## src/rtl/uart_rx.sv

```systemverilog
// 8N1 UART receiver: 2-flop synchronised line, mid-bit sampling FSM, FWFT byte FIFO
// with sticky framing and overrun flags.
module uart_rx #(
  parameter int unsigned DATA_WIDTH = 8,
  parameter int unsigned FIFO_DEPTH = 16
) (
  input  logic                  clk_i,
  input  logic                  rst_ni,
  input  logic                  rx_en_i,
  input  logic [15:0]           baud_div_i,
  input  logic                  rx_bit_i,
  input  logic                  rx_re_i,
  output logic [DATA_WIDTH-1:0] dout_o,
  output logic                  empty_o,
  output logic                  full_o,
  output logic                  busy_o,
  output logic                  frame_err_o,
  output logic                  overrun_o,
  input  logic                  err_clr_i
);

  localparam int unsigned AW = (FIFO_DEPTH > 1) ? $clog2(FIFO_DEPTH) : 1;
  localparam int unsigned CW = AW + 1;
  localparam int unsigned BW = (DATA_WIDTH > 1) ? $clog2(DATA_WIDTH) : 1;

  typedef enum logic [1:0] {IDLE, START, DATA, STOP} state_e;

  state_e                state_q, state_d;
  logic [1:0]            sync_q;
  logic                  prev_q;
  logic                  rx_s;
  logic [15:0]           baud_q, baud_d;
  logic [BW-1:0]         bit_q, bit_d;
  logic [DATA_WIDTH-1:0] shift_q, shift_d;
  logic                  push_req, ferr_set;

  logic [DATA_WIDTH-1:0] mem [FIFO_DEPTH];
  logic [AW-1:0]         wr_ptr_q, wr_ptr_d, rd_ptr_q, rd_ptr_d, rd_nxt;
  logic [CW-1:0]         count_q, count_d;
  logic [DATA_WIDTH-1:0] dout_q, dout_d;
  logic                  ferr_q, ferr_d, ovr_q, ovr_d;
  logic                  full, do_push, do_pop, ovr_set;
  logic [15:0]           half_last, bit_last;

  assign rx_s      = sync_q[1];
  assign half_last = (baud_div_i >> 1) - 16'd1;
  assign bit_last  = baud_div_i - 16'd1;

  always_ff @(posedge clk_i or negedge rst_ni) begin
    if (!rst_ni) begin
      sync_q  <= 2'b11;
      prev_q  <= 1'b1;
      state_q <= IDLE;
      baud_q  <= '0;
      bit_q   <= '0;
      shift_q <= '0;
    end else begin
      sync_q  <= {sync_q[0], rx_bit_i};
      prev_q  <= rx_s;
      state_q <= state_d;
      baud_q  <= baud_d;
      bit_q   <= bit_d;
      shift_q <= shift_d;
    end
  end

  always_comb begin
    state_d  = state_q;
    baud_d   = baud_q;
    bit_d    = bit_q;
    shift_d  = shift_q;
    push_req = 1'b0;
    ferr_set = 1'b0;
    unique case (state_q)
      IDLE: begin
        if (rx_en_i && prev_q && !rx_s) begin
          state_d = START;
          baud_d  = '0;
        end
      end
      START: begin
        if (baud_q == half_last) begin
          if (!rx_s) begin
            state_d = DATA;
            baud_d  = '0;
            bit_d   = '0;
          end else begin
            state_d = IDLE;
          end
        end else begin
          baud_d = baud_q + 16'd1;
        end
      end
      DATA: begin
        if (baud_q == bit_last) begin
          shift_d[bit_q] = rx_s;
          baud_d         = '0;
          if (bit_q == BW'(DATA_WIDTH - 1)) state_d = STOP;
          else                              bit_d   = bit_q + BW'(1);
        end else begin
          baud_d = baud_q + 16'd1;
        end
      end
      STOP: begin
        if (baud_q == bit_last) begin
          if (rx_s) push_req = 1'b1;
          else      ferr_set = 1'b1;
          state_d = IDLE;
        end else begin
          baud_d = baud_q + 16'd1;
        end
      end
      default: state_d = IDLE;
    endcase
  end

  assign full    = (count_q == CW'(FIFO_DEPTH));
  assign do_pop  = rx_re_i && (count_q != '0);
  assign do_push = push_req && (!full || do_pop);
  assign ovr_set = push_req && full && !do_pop;
  assign rd_nxt  = rd_ptr_q + AW'(1);

  // Head register is reloaded from the slot behind the popped one, or bypassed
  // from the incoming byte when that byte becomes the new head.
  always_comb begin
    wr_ptr_d = wr_ptr_q;
    rd_ptr_d = rd_ptr_q;
    count_d  = count_q;
    dout_d   = dout_q;
    if (do_push) wr_ptr_d = wr_ptr_q + AW'(1);
    if (do_pop)  rd_ptr_d = rd_nxt;
    if (do_push && !do_pop)      count_d = count_q + CW'(1);
    else if (do_pop && !do_push) count_d = count_q - CW'(1);
    if (do_pop) begin
      if (count_q > CW'(1)) dout_d = mem[rd_nxt];
      else if (do_push)     dout_d = shift_q;
    end else if (do_push && count_q == '0) begin
      dout_d = shift_q;
    end
    ferr_d = ferr_set | (ferr_q & ~err_clr_i);
    ovr_d  = ovr_set  | (ovr_q  & ~err_clr_i);
  end

  always_ff @(posedge clk_i or negedge rst_ni) begin
    if (!rst_ni) begin
      wr_ptr_q <= '0;
      rd_ptr_q <= '0;
      count_q  <= '0;
      dout_q   <= '0;
      ferr_q   <= 1'b0;
      ovr_q    <= 1'b0;
    end else begin
      wr_ptr_q <= wr_ptr_d;
      rd_ptr_q <= rd_ptr_d;
      count_q  <= count_d;
      dout_q   <= dout_d;
      ferr_q   <= ferr_d;
      ovr_q    <= ovr_d;
    end
  end

  always_ff @(posedge clk_i) begin
    if (do_push) mem[wr_ptr_q] <= shift_q;
  end

  assign dout_o      = dout_q;
  assign empty_o     = (count_q == '0);
  assign full_o      = full;
  assign busy_o      = (state_q != IDLE);
  assign frame_err_o = ferr_q;
  assign overrun_o   = ovr_q;

endmodule

```

## config.mk

```make
export PLATFORM = sky130hd
export DESIGN_NAME = uart_rx
export DESIGN_NICKNAME = d
export VERILOG_FILES = /design/src/rtl/uart_rx.sv
export SDC_FILE = /design/constraint.sdc
export NUM_CORES = 1
export LEC_CHECK = 0
export CORE_UTILIZATION = 30
export DETAILED_ROUTE_END_ITERATION = 8
export PLACE_DENSITY = 0.56
export SLEW_MARGIN = 5
export SYNTH_ARGS = -nofsm -noshare
export SYNTH_HDL_FRONTEND = slang
export SYNTH_SLANG_ARGS = --single-unit
```

## constraint.sdc

```tcl
create_clock -name clk_i -period 3.5 [get_ports clk_i]
set_input_delay 0.525 -clock clk_i [delete_from_list [all_inputs] [get_ports clk_i]]
set_output_delay 0.525 -clock clk_i [all_outputs]
set_load 0.05 [all_outputs]
```

# --- Word-level counts from Yosys, hierarchy flattened ---
# Memory sizes are Yosys's and may differ from the RTL's.
# Cells that the tools add are included.
classes:
  n_addsub: 8
  reduce_logical: 27
  n_eq_ne: 17
  bitwise: 5
  magnitude_cmp: 3
  muxes: 35
op_table:
  columns: ["cell", "n"]
  rows:
  - ["$mux W16", 5]
  - ["$pmux W16 S4", 1]
  - ["$eq A16 B16 Y1", 2]
  - ["$mux W8", 4]
  - ["$add A16 B1 Y16 const B", 1]
  - ["$ne A2 B2 Y1 const B", 8]
  - ["$sub A15 B1 Y16 const B", 1]
  - ["$sub A16 B1 Y16 const B", 1]
  - ["$mux W2", 6]
  - ["$mux W3", 4]
  - ["$logic_and A1 B1 Y1", 10]
  - ["$mux W5", 2]
  - ["$reduce_and A5 Y1", 2]
  - ["$mux W1", 9]
  - ["$add A4 B1 Y4 const B", 2]
  - ["$bwmux W8", 1]
  - ["$pmux W2 S4", 1]
  - ["$reduce_bool A2 Y1", 4]
  - ["$pmux W3 S2", 1]
  - ["$add A5 B1 Y5 const B", 1]
  - ["$eq A5 B5 Y1 const B", 1]
  - ["$gt A5 B1 Y1 const B", 1]
  - ["$logic_not A5 Y1", 1]
  - ["$reduce_bool A5 Y1", 1]
  - ["other kinds (18)", 25]
word_totals:
  reg_bits: 55
  out_inout_bits: 13
  mem_bits_rw: 128
  mem_count: 1
  inputBits: 22
  word_cells: 108
memory_table:
  columns: ["memory", "depth", "width", "rd", "rd_ports_with_merged_regs", "wr", "line", "source"]
  rows:
  - ["mem", 16, 8, 1, 0, 1, "37", "logic [DATA_WIDTH-1:0] mem [FIFO_DEPTH];"]

# --- Logic depth before layout (Yosys ltp) ---
# Gate-level depths: netlist of the first run.
depth:
  word_depth: 9
  depth_mapped: 11
  mapped_depth_nobuf: 10

# --- Least setup slack after synthesis of the first run ---
# No wires, ideal clock.
synth_timing:
  kind: "input to register"
  startpoint: "input baud_div_i[5]"
  endpoint: "memory mem[11][0], enable pin"
  path_buffers: 1
  setup_ns: 0.332
  arrival_time_ns: 3.668
  path_stages: 9
  required_time_ns: 3.168
  slack_ns: -0.500
  cell_sequence: "buf_2 -> nor4_4 -> nand2_1 -> or4_1 -> a2111o_1 -> or4b_1 -> or4_4 -> nor4b_4 -> and2_1"
synth_via:
  elab_chain_cells: 7
synth_rtl:
  columns: ["item", "line", "source"]
  rows:
  - ["start: declaration", "10", "input logic [15:0] baud_div_i,"]
  - ["$sub A16 B1 Y16", "47", "assign bit_last = baud_div_i - 16'd1;"]
  - ["$eq A16 B16 Y1", "105", "if (baud_q == bit_last) begin"]
  - ["$mux W1", "105", null]
  - ["$mux W1", "74", "unique case (state_q)"]
  - ["$logic_and A1 B1 Y1", "119", "assign do_push = push_req && (!full || do_pop);"]
  - ["$mux W1", "163", "if (do_push) mem[wr_ptr_q] <= shift_q;"]
  - ["$mux W1 (implied by the code)", "163", null]
  - ["end: declaration", "37", null]
# No other way between the ends.

# --- Worst setup path after layout of the first run ---
layout_timing:
  startpoint: "input baud_div_i[1]"
  endpoint: "memory mem[9][3], enable pin"
# Same word-level chain as after synthesis.

==> metrics.txt, run 1 <==
# TYPE chip_impl_metric gauge
chip_impl_info{name="run_status",value="finished with violations"} 1
chip_impl_info{name="violations_in_the_final_reports",value="negative setup slack"} 1
chip_impl_metric{name="drive_above_1_share",unit="%"} 33.84
chip_impl_metric{name="grt_pass1_vias",unit=""} 5949
chip_impl_metric{name="postSynthCellCount",unit=""} 650
chip_impl_metric{name="final_min_period_over_clock_period",unit="%"} 101.2
chip_impl_metric{name="route.detailed.wl_per_inst",unit="um"} 18.46
chip_impl_metric{name="final.setup.tns",unit="ns"} -2.712
chip_impl_metric{name="fmaxAchievable",unit="MHz"} 282.3
chip_impl_metric{name="mappedNetlistNets",unit=""} 685
chip_impl_metric{name="syn2layout_area_growth",unit="%"} 25.32
chip_impl_metric{name="post-route-worst-setup-slack",unit="ns"} -0.04185
chip_impl_metric{name="top_level_ports",unit=""} 35
chip_impl_metric{name="numCtsBuffers",unit=""} 17
chip_impl_metric{name="place_worst_setup_slack",unit="ns"} -0.9917
chip_impl_metric{name="async_flop_share",unit="%"} 30.05
chip_impl_info{name="path_common_cell",value="or4_4"} 1
chip_impl_metric{name="drcViolationCount",unit=""} 0
chip_impl_metric{name="ff_latch_count_synth",unit=""} 183
chip_impl_metric{name="insertion_delay",unit="ns"} 0.44
chip_impl_metric{name="routed_wirelength",unit="um"} 21770
chip_impl_metric{name="finalHoldWorstSlack",unit="ns"} 0.2070
chip_impl_metric{name="synth.avg_cell_area",unit="sq um"} 13.93
chip_impl_info{name="critPathTopFamily",value="simple AND/OR/NAND/NOR gates"} 1
chip_impl_metric{name="die_width",unit="um"} 175.7
chip_impl_metric{name="period_minus_slack",unit="ns"} 3.542
chip_impl_metric{name="number_of_synthesized_flops_with_an_enable_pin",unit=""} 128
chip_impl_info{name="timing.critical_path.cells",value="buf_6 > inv_2 > ha_4 > nor2b_4 > nand2_2 > or4_4 > a2111o_1 > or4b_4 > or4_4 > nor4b_4 > and2_4"} 1
chip_impl_metric{name="htreeDepth",unit=""} 4
chip_impl_metric{name="finalSetupViolations",unit=""} 96
chip_impl_metric{name="detailed_place_hpwl",unit="um"} 15300
chip_impl_info{name="regToRegStartpoint",value="baud_q[15]"} 1
chip_impl_metric{name="max_slew.worst_pin.slew",unit="ns"} 0.9409
chip_impl_metric{name="worst-path-stages",unit=""} 11
chip_impl_metric{name="gp_congestion",unit=""} 0.8589
chip_impl_info{name="synth_ff_type",value="edfxtp_1"} 1
chip_impl_metric{name="clock_tree.buffer_depth",unit=""} 2
chip_impl_metric{name="grt_antenna_before_repair",unit=""} 0
chip_impl_metric{name="yosysUniqueCellTypes",unit=""} 67
chip_impl_info{name="worst_setup_path_start_kind",value="input port"} 1
chip_impl_info{name="worst_path_max_delay_cell",value="or4_4"} 1
chip_impl_metric{name="setup.reg_to_reg.worst_slack",unit="ns"} -0.03
chip_impl_metric{name="drv_cap",unit=""} 0
chip_impl_info{name="unrepaired_setup_endpoints_after_global_routing",value="yes"} 1
chip_impl_info{name="cp-end-kind",value="flop"} 1
chip_impl_metric{name="global_route.usage.total",unit="%"} 14.85
chip_impl_metric{name="initial_utilization",unit="%"} 30.55
chip_impl_info{name="cts_tree",value="built"} 1
chip_impl_metric{name="cp.required",unit="ns"} 3.64
chip_impl_metric{name="vdd_ir_drop_max",unit="V"} 0.0002750
chip_impl_metric{name="timing.reg2reg.worst_path_depth",unit=""} 7
chip_impl_metric{name="timing.final.max_slew_violations",unit=""} 0
chip_impl_info{name="critPathKind",value="in -> reg"} 1
chip_impl_metric{name="synth_sequential_area_ratio",unit="%"} 57.70
chip_impl_metric{name="clkSinkCount",unit=""} 183
chip_impl_metric{name="grt_pass1_wl",unit="um"} 34530
chip_impl_metric{name="worst_setup_hold_path_clk_slew",unit="ns"} 0.07
chip_impl_metric{name="iteration_count_of_the_initial_detailed_routing_pass",unit=""} 5
chip_impl_metric{name="maxSlewHeadroom",unit="%"} 37.27
chip_impl_metric{name="die_height",unit="um"} 175.7
chip_impl_metric{name="critical_path.max_stage_delay",unit="ns"} 0.54
chip_impl_metric{name="drt-vias-per-instance",unit=""} 4.990
chip_impl_info{name="endpoint",value="mem[9][3]"} 1
chip_impl_metric{name="worstPathMaxFanout",unit=""} 8
chip_impl_info{name="cts-root-buf",value="clkbuf_16"} 1
chip_impl_info{name="crit_path_start",value="baud_div_i[1]"} 1
chip_impl_metric{name="mappedNetlistArea",unit="sq um"} 9054
chip_impl_info{name="hold_path_class",value="in -> async"} 1
chip_impl_metric{name="num_vias",unit=""} 5883
chip_impl_info{name="reg2reg_to",value="mem[9][3]"} 1
chip_impl_metric{name="antennaDiodeCount",unit=""} 0
chip_impl_metric{name="drt_iter0_drc",unit=""} 381
chip_impl_metric{name="maximum_number_of_pins_on_one_net_before_global_route_repair",unit=""} 38
chip_impl_metric{name="critPathArrivalTime",unit="ns"} 3.68
chip_impl_metric{name="die-area",unit="sq um"} 30880
chip_impl_metric{name="drtAntennaViolNets",unit=""} 0
chip_impl_metric{name="critPathBufInv",unit=""} 2
chip_impl_metric{name="synth-warning-count",unit=""} 0
chip_impl_metric{name="grt-ovfl-total",unit=""} 0
chip_impl_metric{name="final_hold_violations",unit=""} 0
chip_impl_metric{name="final_worst_clock_skew",unit="ns"} 0.01748
chip_impl_metric{name="core_area",unit="sq um"} 29640
chip_impl_metric{name="port_buffers",unit=""} 34
chip_impl_metric{name="leakage",unit="nW"} 4.353
chip_impl_metric{name="placement_rows",unit=""} 63
chip_impl_metric{name="finish.net_count",unit=""} 811
chip_impl_metric{name="finalCoreUtilization",unit="%"} 38.28
chip_impl_metric{name="power_density",unit="nW/um^2"} 547.8
==> cell type report <==
cell class	count	area (sq um)
sequential	183	5225
clock buffer	19	432.9
inverter	22	82.58
multi-input combinational	411	3821
tap	390	488.0
clock inverter	13	155.1
fill	2863	18290
timing repair buffer	141	1141
==> cell usage after synthesis, types with 11 or more instances <==
cell	n	area share, %
edfxtp_1	128	42
dfrtp_1	52	14
mux4_2	41	10
nand2_1	36	1.5
nor2_1	30	1.2
xnor2_1	27	2.6
clkbuf_1	23	0.95
xor2_1	23	2.2
inv_1	22	0.91
nand3_1	20	1.1
mux2_2	18	2.2
and2_1	15	1.0
nor3_1	14	0.77
ha_1	13	1.8
o21ai_0	11	0.61
==> state kept, by name, summed over array words and instances (netlist names), named ones only <==
| signal | flops |
|---|---|
| overrun_o | 1 |
| shift_q | 8 |
| bit_q | 3 |
| frame_err_o | 1 |
| state_q | 1 |
| rd_ptr_q | 4 |
| wr_ptr_q | 4 |
| mem | 128 |
| sync_q | 2 |
| dout_o | 8 |
| count_q | 5 |
| baud_q | 16 |
| prev_q | 1 |
==> report_power, final <==
part	leakage, nW	switching, mW	internal, mW
Sequential	2.02	0.139	2.42
Combinational	2.06	0.930	0.827
Clock	0.280	0.885	1.02
==> timing repair <==
action                                  4_1_cts  5_1_grt
hold buffers                                  0        0
gates resized for setup                      61       14
endpoints found under the setup margin      151      142
buffers inserted                             12        2
endpoints found under the hold margin         0        0
pin swaps                                    14        9
==> worst min path at each step <==
stage                          from        end  slack, ns  cells past startpoint
after CTS                    rst_ni  dout_o[4]       0.26                      1
after floorplan              rst_ni  async pin       0.23                      0
after global routing         rst_ni  dout_o[4]       0.26                      1
after detailed placement  sync_q[0]  sync_q[1]       0.35                      0
after global placement    sync_q[0]  sync_q[1]       0.35                      0
final                        rst_ni  dout_o[4]       0.21                      1
==> routing by layer <==
metal  share of wire, %  routed length [um]  GRT usage, %
met5                  0                   0             0
met4                1.9                 420         5.072
met3                3.6                 793         2.554
met2                 49               10680         24.09
met1                 45                9878         20.00
==> cells by family (layout without fill, tap and decap cells) <==
| group | count (synthesis) | after routing | synth area share (%) |
|---|---|---|---|
| XOR/XNOR | 50 | 50 | 4.837 |
| adder cells (fa/ha/maj) | 13 | 13 | 1.797 |
| multiplexers | 71 | 71 | 13.86 |
| buffers and inverters | 56 | 195 | 2.515 |
| AND/OR/NAND/NOR | 198 | 198 | 12.73 |
| AO/OA/AOI/OAI | 79 | 79 | 6.564 |
| flip-flops | 183 | 183 | 57.70 |
==> layout by cell type, fill, tap and decap left out, types with 17 or more instances in the layout <==
cell type,count
inv_1,20
xor2_1,22
xnor2_1,26
mux2_2,18
buf_4,104
nor2_1,29
edfxtp_1,128
dfrtp_1,51
clkdlybuf4s50_1,17
clkbuf_16,17
nand2_1,35
nand3_1,20
mux4_2,41
==> stage by stage <==
stage	power (mW)	instance area, sq um	std cells
after global placement	4.348	10520	1133
after floorplan	3.801	9135	650
after global routing	6.496	11350	1179
final	6.215	11350	1179
after CTS	6.261	11260	1177
after detailed placement	4.357	10520	1133
Power figures use the tool's default switching activity.
==> run 2: changes to the inputs <==
Settings changed: PLACE_DENSITY 0.56 to 0.54.
Clock period 3.5 ns to 3.9 ns, I/O delays scaled along.
==> run 2 against run 1 <==
  * The flow now finishes without violations
  * Setup slack improved by 0.14 ns
  * Clock skew decreased by 0.0035 ns
  * Sequential power decreased by 9.4%
  * Sequential cell count unchanged
  * Clock power decreased by 16%
  * Final area decreased by 3.5%
  * Critical endpoint is now mem[4][5]
==> metrics.txt, run 2 (synthesis gave the netlist of run 1 again) <==
# TYPE chip_impl_metric gauge
chip_impl_metric{name="stdcell_area",unit="sq um"} 10950
chip_impl_info{name="cts-root-buf",value="clkbuf_16"} 1
chip_impl_metric{name="maxSlewHeadroom",unit="%"} 46.85
chip_impl_info{name="reg2reg_to",value="mem[4][5]"} 1
chip_impl_info{name="critPathTopFamily",value="simple AND/OR/NAND/NOR gates"} 1
chip_impl_metric{name="top_level_ports",unit=""} 35
chip_impl_metric{name="largest_register_ffs",unit=""} 128
chip_impl_metric{name="drcViolationCount",unit=""} 0
chip_impl_metric{name="drive_above_1_share",unit="%"} 28.36
chip_impl_metric{name="power_density",unit="nW/um^2"} 492.7
chip_impl_metric{name="placed_cell_area",unit="sq um"} 10330
chip_impl_info{name="mostFrequentLayoutCells",value="128 x edfxtp_1, 74 x buf_4, 51 x dfrtp_1"} 1
chip_impl_info{name="hold_path_class",value="in -> async"} 1
chip_impl_metric{name="core_area",unit="sq um"} 29640
chip_impl_metric{name="num_vias",unit=""} 5748
chip_impl_info{name="run_status",value="completed"} 1
chip_impl_metric{name="final_worst_clock_skew",unit="ns"} 0.01402
chip_impl_metric{name="period_minus_slack",unit="ns"} 3.804
chip_impl_info{name="crit_path_start",value="baud_div_i[11]"} 1
chip_impl_metric{name="drt_iter0_drc",unit=""} 375
chip_impl_metric{name="routed_wirelength",unit="um"} 22230
chip_impl_metric{name="drt-vias-per-instance",unit=""} 5.007
chip_impl_metric{name="worst-path-stages",unit=""} 10
chip_impl_metric{name="place_worst_setup_slack",unit="ns"} -0.6820
chip_impl_info{name="cts_tree",value="built"} 1
chip_impl_metric{name="grt_pass1_vias",unit=""} 5777
chip_impl_metric{name="critPathArrivalTime",unit="ns"} 3.94
chip_impl_info{name="cp-end-kind",value="flop"} 1
chip_impl_metric{name="critPathBufInv",unit=""} 2
chip_impl_metric{name="placement_rows",unit=""} 63
chip_impl_metric{name="timing.final.max_slew_violations",unit=""} 0
chip_impl_metric{name="drtAntennaViolNets",unit=""} 0
chip_impl_metric{name="fmaxAchievable",unit="MHz"} 262.9
chip_impl_metric{name="grt-ovfl-total",unit=""} 0
chip_impl_metric{name="max_slew.worst_pin.slew",unit="ns"} 0.7972
chip_impl_metric{name="finalHoldWorstSlack",unit="ns"} 0.03613
chip_impl_metric{name="ff_latch_area",unit="sq um"} 5225
chip_impl_metric{name="grt_pass1_wl",unit="um"} 34760
chip_impl_info{name="timing.critical_path.cells",value="clkdlybuf4s50_1 > buf_4 > xor2_1 > xnor2_1 > a41oi_1 > a211o_1 > or4b_4 > or4_4 > nor4b_4 > and2_4"} 1
chip_impl_metric{name="initial_utilization",unit="%"} 30.55
chip_impl_metric{name="fillers",unit=""} 2876
chip_impl_metric{name="die_width",unit="um"} 175.7
chip_impl_info{name="critPathKind",value="in -> reg"} 1
chip_impl_metric{name="syn2layout_area_growth",unit="%"} 20.94
chip_impl_metric{name="gp_congestion",unit=""} 0.8280
chip_impl_metric{name="finish.net_count",unit=""} 780
chip_impl_metric{name="iteration_count_of_the_initial_detailed_routing_pass",unit=""} 6
chip_impl_metric{name="insertion_delay",unit="ns"} 0.44
chip_impl_info{name="reg.largest.list",value="mem (128), baud_q (16)"} 1
chip_impl_info{name="endpoint",value="mem[4][5]"} 1
chip_impl_metric{name="leakage",unit="nW"} 4.148
chip_impl_info{name="unrepaired_setup_endpoints_after_global_routing",value="no"} 1
chip_impl_metric{name="setup.reg_to_reg.worst_slack",unit="ns"} 0.36
chip_impl_metric{name="detailed_place_hpwl",unit="um"} 15720
chip_impl_info{name="worst_setup_path_start_kind",value="input port"} 1
chip_impl_metric{name="route.detailed.wl_per_inst",unit="um"} 19.36
chip_impl_metric{name="port_buffers",unit=""} 34
chip_impl_metric{name="htreeDepth",unit=""} 4
chip_impl_metric{name="final_min_period_over_clock_period",unit="%"} 97.54
chip_impl_metric{name="final_hold_violations",unit=""} 0
chip_impl_info{name="most_common_cell_after_layout_fill_and_taps_aside",value="edfxtp_1"} 1
chip_impl_metric{name="clkSinkCount",unit=""} 183
chip_impl_metric{name="cp.required",unit="ns"} 4.04
chip_impl_metric{name="numCtsBuffers",unit=""} 17
chip_impl_metric{name="global_route.usage.total",unit="%"} 15.25
chip_impl_metric{name="worst_setup_hold_path_clk_slew",unit="ns"} 0.07
chip_impl_metric{name="timing.reg2reg.worst_path_depth",unit=""} 7
chip_impl_metric{name="die-area",unit="sq um"} 30880
chip_impl_info{name="largest_register",value="mem"} 1
chip_impl_info{name="regToRegStartpoint",value="baud_q[15]"} 1
chip_impl_metric{name="die_height",unit="um"} 175.7
chip_impl_info{name="worst_path_max_delay_cell",value="or4b_4"} 1
chip_impl_metric{name="finalSetupViolations",unit=""} 0
chip_impl_metric{name="post-route-worst-setup-slack",unit="ns"} 0.09601
chip_impl_metric{name="maximum_number_of_pins_on_one_net_before_global_route_repair",unit=""} 46
chip_impl_metric{name="worstPathMaxFanout",unit=""} 8
chip_impl_metric{name="grt_antenna_before_repair",unit=""} 0
chip_impl_metric{name="vdd_ir_drop_max",unit="V"} 0.0002485
chip_impl_metric{name="drv_cap",unit=""} 0
chip_impl_metric{name="multiInputGateArea",unit="sq um"} 3701
chip_impl_metric{name="clock_tree.buffer_depth",unit=""} 2
chip_impl_metric{name="critical_path.max_stage_delay",unit="ns"} 0.57
chip_impl_metric{name="antennaDiodeCount",unit=""} 0
chip_impl_metric{name="finalCoreUtilization",unit="%"} 36.94
[run 2: where the power goes]
group	leakage [nW]	switching [mW]	internal, mW	total [mW]
Combinational	1.86	0.777	0.697	1.47
Sequential	2.02	0.153	2.17	2.32
Clock	0.266	0.756	0.843	1.60
[run 2: worst reg2reg max path, stage by stage (launching register included)]
cell and delay [ns]:
dfrtp_1 0.42, xnor2_1 0.18, or4_4 0.53, a2111o_1 0.37
or4b_4 0.52, or4_4 0.54, nor4b_4 0.41, and2_4 0.29
[run 2: cell type report]
cell class,instances,area share [%]
inverters,22,0.7542
multi-input cells,411,33.80
flip-flops and latches,183,47.72
well taps,390,4.457
clock inverters,12,0.8456
clock buffers,20,4.080
repair buffers,110,8.342
[run 2: layer usage]
layer | vias up | wire length (um) | global-route usage, %
met5 | - | 0 | 0
met4 | 0 | 349 | 5.435
met3 | 31 | 660 | 2.532
met2 | 108 | 11140 | 25.68
met1 | 2912 | 10080 | 19.73
li1 | 2697 | - | -
[run 2: worst min path at each step]
stage	from	endpoint	depth (start not counted)
after global placement	sync_q[0]	sync_q[1]	0
after detailed placement	sync_q[0]	sync_q[1]	0
after global routing	rst_ni	dout_o[5]	1
after floorplan	rst_ni	async pin	0
after CTS	rst_ni	dout_o[6]	1
final	rst_ni	dout_o[5]	1
[run 2: through the flow]
step | cells | power [mW] | TNS [ns]
2_1_floorplan | 650 | 3.409 | -1.037
5_1_grt | 1148 | 5.647 | 0
3_5_place_dp | 1112 | 3.848 | -88.25
6_report | 1148 | 5.395 | 0
3_3_place_gp | 1112 | 3.841 | -76.74
4_1_cts | 1148 | 5.451 | 0
[run 2: what timing repair did]
| item | CTS | global route |
|---|---|---|
| buffers inserted | 4 | 0 |
| hold buffers | 0 | 0 |
| resized for setup | 24 | 3 |
| pin swaps | 12 | 4 |
| gates cloned | 0 | 0 |
| setup endpoints to repair | 128 | 138 |
